**config.mk**
```make
export PLATFORM = sky130hd
export DESIGN_NAME = run_ctrl
export DESIGN_NICKNAME = d
export VERILOG_FILES = /design/src/rtl/run_ctrl.sv
export SDC_FILE = /design/constraint.sdc
export NUM_CORES = 1
export LEC_CHECK = 0
export ABC_AREA = 1
export CAP_MARGIN = 20
export CORE_ASPECT_RATIO = 0.6
export CORE_MARGIN = 2
export CORE_UTILIZATION = 38
export DETAILED_ROUTE_END_ITERATION = 6
export PLACE_DENSITY = 0.82
export SLEW_MARGIN = 20
export SYNTH_ARGS = -nofsm -noshare
export SYNTH_HDL_FRONTEND = slang
export SYNTH_SLANG_ARGS = --single-unit
export TNS_END_PERCENT = 100
```
**constraint.sdc**
```tcl
create_clock -name clk -period 1.7 [get_ports clk]
set_input_delay 0.425 -clock clk [delete_from_list [all_inputs] [get_ports clk]]
set_output_delay 0.425 -clock clk [all_outputs]
set_load 0.01 [all_outputs]
```
**src/rtl/run_ctrl.sv**
```systemverilog
// run_ctrl: enable synchroniser, HALTED/RUN/DRAIN/STEP run-control FSM with bounded stepping.
// Cycle/instret counters are built only when RUN_CTRL_COUNTERS_EN is defined; otherwise they read 0.
module run_ctrl #(
  parameter int SYNC_STAGES = 2,
  parameter int STEP_WIDTH  = 16,
  parameter int CNT_WIDTH   = 64
) (
  input  logic                  clk,
  input  logic                  rst_n,
  input  logic                  enable,
  input  logic                  step_req_i,
  input  logic [STEP_WIDTH-1:0] step_cnt_i,
  input  logic                  fetch_fire_i,
  input  logic                  retire_i,
  input  logic                  pipe_empty_i,
  input  logic                  clr_cnt_i,
  output logic                  stall_o,
  output logic                  halted_o,
  output logic [CNT_WIDTH-1:0]  cycle_cnt_o,
  output logic [CNT_WIDTH-1:0]  instret_cnt_o
);

  typedef enum logic [1:0] {
    S_HALTED = 2'd0,
    S_RUN    = 2'd1,
    S_DRAIN  = 2'd2,
    S_STEP   = 2'd3
  } state_t;

  state_t                  r_state;
  state_t                  w_state_next;
  logic [SYNC_STAGES-1:0]  r_sync;
  logic                    w_en_s;
  logic [STEP_WIDTH-1:0]   r_remain;
  logic [STEP_WIDTH-1:0]   w_remain_next;

  // enable is asynchronous to clk; the oldest stage is the only one the FSM may look at
  always_ff @(posedge clk or negedge rst_n) begin
    if (!rst_n) r_sync <= '0;
    else        r_sync <= {r_sync[SYNC_STAGES-2:0], enable};
  end

  assign w_en_s = r_sync[SYNC_STAGES-1];

  always_ff @(posedge clk or negedge rst_n) begin
    if (!rst_n) begin
      r_state  <= S_HALTED;
      r_remain <= '0;
    end else begin
      r_state  <= w_state_next;
      r_remain <= w_remain_next;
    end
  end

  always_comb begin
    w_state_next  = r_state;
    w_remain_next = r_remain;
    case (r_state)
      S_HALTED: begin
        if (w_en_s) begin
          w_state_next = S_RUN;
        end else if (step_req_i && (step_cnt_i != '0)) begin
          w_remain_next = step_cnt_i;
          w_state_next  = S_STEP;
        end
      end
      S_RUN: begin
        if (!w_en_s) w_state_next = S_DRAIN;
      end
      S_STEP: begin
        // a resumed run abandons whatever steps were left
        if (w_en_s) begin
          w_state_next  = S_RUN;
          w_remain_next = '0;
        end else if (fetch_fire_i) begin
          w_remain_next = r_remain - STEP_WIDTH'(1);
          if (r_remain == STEP_WIDTH'(1)) w_state_next = S_DRAIN;
        end
      end
      S_DRAIN: begin
        if (w_en_s)            w_state_next = S_RUN;
        else if (pipe_empty_i) w_state_next = S_HALTED;
      end
      default: w_state_next = S_HALTED;
    endcase
  end

  assign stall_o  = (r_state == S_HALTED) || (r_state == S_DRAIN);
  assign halted_o = (r_state == S_HALTED);

`ifdef RUN_CTRL_COUNTERS_EN
  logic [CNT_WIDTH-1:0] r_cycle_cnt;
  logic [CNT_WIDTH-1:0] r_instret_cnt;
  logic                 w_active;

  assign w_active = (r_state == S_RUN) || (r_state == S_STEP);

  // clear beats increment; both counters wrap naturally at 2^CNT_WIDTH
  always_ff @(posedge clk or negedge rst_n) begin
    if (!rst_n) begin
      r_cycle_cnt   <= '0;
      r_instret_cnt <= '0;
    end else if (clr_cnt_i) begin
      r_cycle_cnt   <= '0;
      r_instret_cnt <= '0;
    end else begin
      if (w_active) r_cycle_cnt   <= r_cycle_cnt + CNT_WIDTH'(1);
      if (retire_i) r_instret_cnt <= r_instret_cnt + CNT_WIDTH'(1);
    end
  end

  assign cycle_cnt_o   = r_cycle_cnt;
  assign instret_cnt_o = r_instret_cnt;
`else
  logic w_unused_cnt;

  assign w_unused_cnt  = clr_cnt_i ^ retire_i;
  assign cycle_cnt_o   = '0;
  assign instret_cnt_o = '0;
`endif

endmodule

```
### After elaboration in Yosys (flattened, before gate mapping)

Cells that the tools add are included.
Widths: inputs -> output; s select.

* input bits: 24
* output and inout port bits: 130
* bits in writable memories: 0
* bits in latches: 0
* register bits after elaboration: 20
* memories kept: 0
* ROM bits: 0

* muxes and demuxes: 14
* shifts and indexed selects: 0
* divide/modulo/power cells: 0
* $lt $le $gt $ge: 0
* multipliers: 0
* bitwise operators: 0
* reductions and logical operators: 7
* eq/ne operators: 11
* add/sub/neg operators: 1

Operators by type and width (count)
* $mux 16: 4
* $pmux 16 s2: 1
* $eq 16x1->1 const B: 1
* $mux 2: 8
* $reduce_bool 16->1: 1
* $sub 16x1->16 const B: 1
* $ne 3x3->1 const B: 3
* $pmux 2 s4: 1
* $reduce_and 5->1: 1
* $eq 2x2->1 const B: 2
* $ne 2x2->1 const B: 2
* $reduce_and 4->1: 1
* $ne 3x1->1 const B: 1
* $eq 2x1->1 const B: 1
* $logic_not 2->1: 1
* $ne 2x1->1 const B: 1
* $reduce_bool 2->1: 1
* $logic_and 1x1->1: 1
* $logic_or 1x1->1: 1

### Depth between registers and ports, before layout

* depth after elaboration: 5
* gate-level depth with buffers: 10
* depth with buffers taken out: 10

### Worst setup path after synthesis

No wires, ideal clock.

* path kind: register to register
* start: reg r_remain[0]
* end: reg r_remain[8]
* setup slack: 0.272 ns
* stages on the path, launching flop included: 10
* required time: 1.583 ns
* arrival: 1.311 ns
* library setup time: 0.117 ns
* period minus slack after synthesis: 1.428 ns
* path through: dfrtp_1 > inv_1 > ha_1 > nand2_1 > nor2_1 > nand3_1 > nand3_1 > nand2_1 > nand2_1 > o21ai_2

* word-level cells in the longest chain between the ends: 4

Ends and longest elaborated chain
* start, declared: line 34 `logic [STEP_WIDTH-1:0] r_remain;`
* start signal, assigned: line 51 `r_remain <= w_remain_next;`
* $sub 16x1->16: line 76 `w_remain_next = r_remain - STEP_WIDTH'(1);`
* $mux 16: line 75 `end else if (fetch_fire_i) begin`
* $mux 16: line 72 `if (w_en_s) begin`
* $pmux 16 s2: line 58 `case (r_state)`

No other way between the ends. The select of a mux whose other input is x is not followed.
A chain may end at the register's enable or synchronous reset.

### Worst setup path after layout

* start: in step_cnt_i[14]
* end: reg r_remain[7]

* word-level cells in the longest chain between the ends: 4

Ends and longest elaborated chain
* start, declared: line 12 `input logic [STEP_WIDTH-1:0] step_cnt_i,`
* $reduce_bool 16->1: line 62 `end else if (step_req_i && (step_cnt_i != '0)) begin`
* $logic_and 1x1->1: line 62
* $ne 2x1->1 (no line)
* $reduce_and 4->1 (no line)

No other way between the ends.

==> impl_metrics.yaml <==
run_status:
  run_status: "complete, no violations"
logic_synthesis:
  ys.flop_type: "dfrtp_1"
  avgSynthCellArea_um2: 6.77
  yosysSeqAreaShare_pct: 19.9
  netlist.area_leader.share_pct: 38.5
  synthDistinctLibCells: 26
  synth_area_leader_cell: "buf_4"
  synth.most_common_cell: "buf_4"
  syn_inst: 372
  synth_edf_count: 0
  yosys-top-cells-count: "buf_4, nand2_1, nor2_1"
  ys_ff_latch: 20
  ys.warnings.count: 0
  syn-cell-area_um2: 2520
  async_reset_ff_share_pct: 100
  synth_area_leaders: "buf_4, dfrtp_1, nand2_1"
global_route:
  antenna_found_initial: 0
  grt_pass1_vias: 1472
  grt_overflow: 0
  grt_pass1_wl_um: 6790
  grt.total_usage_pct: 11.9
  grt_max_degree: 21
clock_network:
  clockBufferDepth: 2
  insertion_delay_ps: 260
  cts.sinks: 20
  cts_htree_levels: 1
  cts_tree: "built"
  root_buffer: "clkbuf_8"
  cts_hold_buf: 0
  path_clk_slew_ps: 80
  cts_buffers: 3
routing:
  dr_total_vias: 1937
  wirelength_um: 4820
  antenna_left: 0
  routedWlPerCell_um: 9.67
  drcViolationCount: 0
  viasPerCell: 3.89
  initialDrtViolationCount: 223
  dr.pass1.iters: 4
setup_path:
  cp.arrival_ps: 1780
  worstSetupEndpointType: "flop"
  crit_fanout: 8
  critical_path_class: "primary input to flop"
  crit_required_ps: 1860
  start_kind: "primary input"
finish:
  seq_area_um2: 502
  layout-drive-gt1-share_pct: 12.3
  multiInputGateArea_um2: 1400
  area_growth_pct: 1.99
  nets: 442
  fillCellCount: 656
  utilization_pct: 41.1
  diodes: 0
timing:
  period_needed_ps: 1620
  slew_viol_final: 0
  setup_ws_ps: 76.6
  fmax_ghz: 0.616
  finalCritPeriodShare_pct: 95.5
  hold_viol_final: 0
  setup_violations: 0
  fin_skew_ps: 5.60
placement:
  io_buffers: 23
  gp_congestion: 0.937
  place_ws_ps: -216
  detailed_place_hpwl_um: 3830
die:
  num_rows: 22
  coreArea_um2: 6250
  die_w_um: 109
  die_h_um: 67.1
  ios: 154
  initial_core_util_pct: 40.3
  dieArea_um2: 7320
run:
  cap_violations: 0
power:
  cellPowerDensity_nw_per_um2: 1270
  power.share.clock_pct: 9.8
  swShare_pct: 50.3
  leakage_uw: 0.00147
  pwr-share-comb_pct: 62.4
  ir_worst_vdd_mv: 0.484
  pwr-share-seq_pct: 27.8
  intPower_uw: 1620
  p_sw_uw: 1640
hold_path:
  min_path_type: "flop to flop"
[through the flow]
step,instance area [µm²],TNS [ps],power (µW),hold slack [ps],std cells
floorplan,3000,0,2480,129,499
finish,2570,0,3260,352,498
global placement,2480,-2710,2740,333,492
global route,2570,-2.33,3550,361,498
CTS,2530,0,3140,353,496
detailed placement,2480,-2880,2810,337,492
[path summary, 6_finish.rpt]
| kind | startpoint | endpoint | slack, ps | cells past startpoint |
|---|---|---|---|---|
| min | r_sync[0] | r_sync[1] | 350 | 0 |
| min reg2reg | r_sync[0] | r_sync[1] | 350 | 0 |
| max in group asynchronous | rst_n | r_state[0] | 960 | 2 |
| max | step_cnt_i[14] | r_remain[7] | 80 | 10 |
| max reg2reg | r_remain[0] | r_remain[13] | 130 | 8 |
| min in group asynchronous | rst_n | r_remain[14] | 510 | 2 |
[cell families (layout without fill, tap and decap cells)]
kind of cell	after synthesis	after routing	synth area share (%)
buf+inv	160	75	43.8
other cells	1	128	0.149
fa+ha+maj	2	2	0.993
flops	20	20	19.9
xor+xnor	1	1	0.348
simple gates	164	164	27.8
compound gates	24	24	7.00
[cell usage in the layout, fill, tap and decap left out]
master           count
conb_1             128
dfrtp_1             19
dlygate4sd2_1        1
clkbuf_2             1
nor2_2               2
nand2_4              2
o21bai_1             1
nand3_1             21
xnor2_1              1
nor2_4               2
o21ai_0              9
inv_2                2
clkdlybuf4s50_1     19
nor2_1              29
buf_12               1
nand2_2              4
dlymetal6s2s_1       2
clkbuf_16            1
o21ai_2             10
buf_4               19
o21bai_4             1
ha_1                 2
dfrtp_2              1
clkbuf_8             3
nand3_2              2
nand2_1             98
nor3_1               1
nand4_1              3
a21oi_1              2
o211ai_1             1
inv_1               26
[critical path: stages]
cell and delay, ps:
clkdlybuf4s50_1 420, nor2_1 110, nand2_1 60, nor2_1 150
nand2_1 110, nand3_2 90, nand2_4 110, buf_12 170
nand2_1 80, o21ai_2 50
[routing by layer]
layer	GRT usage (%)	part of all wire (%)
met3	2.74	8.1
met2	19.6	50
met4	1.44	0.91
met5	0	0
met1	16.3	41
[flip-flops by register name, indices dropped and copies added (netlist names)]
name      count
r_remain     16
r_sync        2
r_state       2
[timing repair]
item	in CTS	in global routing
cloned	0	1
pin swaps	0	5
setup buffers	1	1
gates resized for setup	3	6
endpoints found under the setup margin	2	10
[area by class of cell]
cell class / instances / share of cell area, %
clock buffer: 3 / 1.61
inverter: 28 / 4.09
multi-input combinational: 319 / 54.5
sequential: 20 / 19.5
tap: 84 / 4.09
timing repair buffer: 44 / 16.2
[power by group through the flow]
stage / Combinational (µW) / Sequential (µW) / Clock, µW
floorplan: 1610 / 873 / 0
global placement: 1830 / 906 / 0
detailed placement: 1890 / 923 / 0
CTS: 1920 / 897 / 321
global route: 2280 / 930 / 345
finish: 2030 / 907 / 319
(Power assumes the default switching activity.)
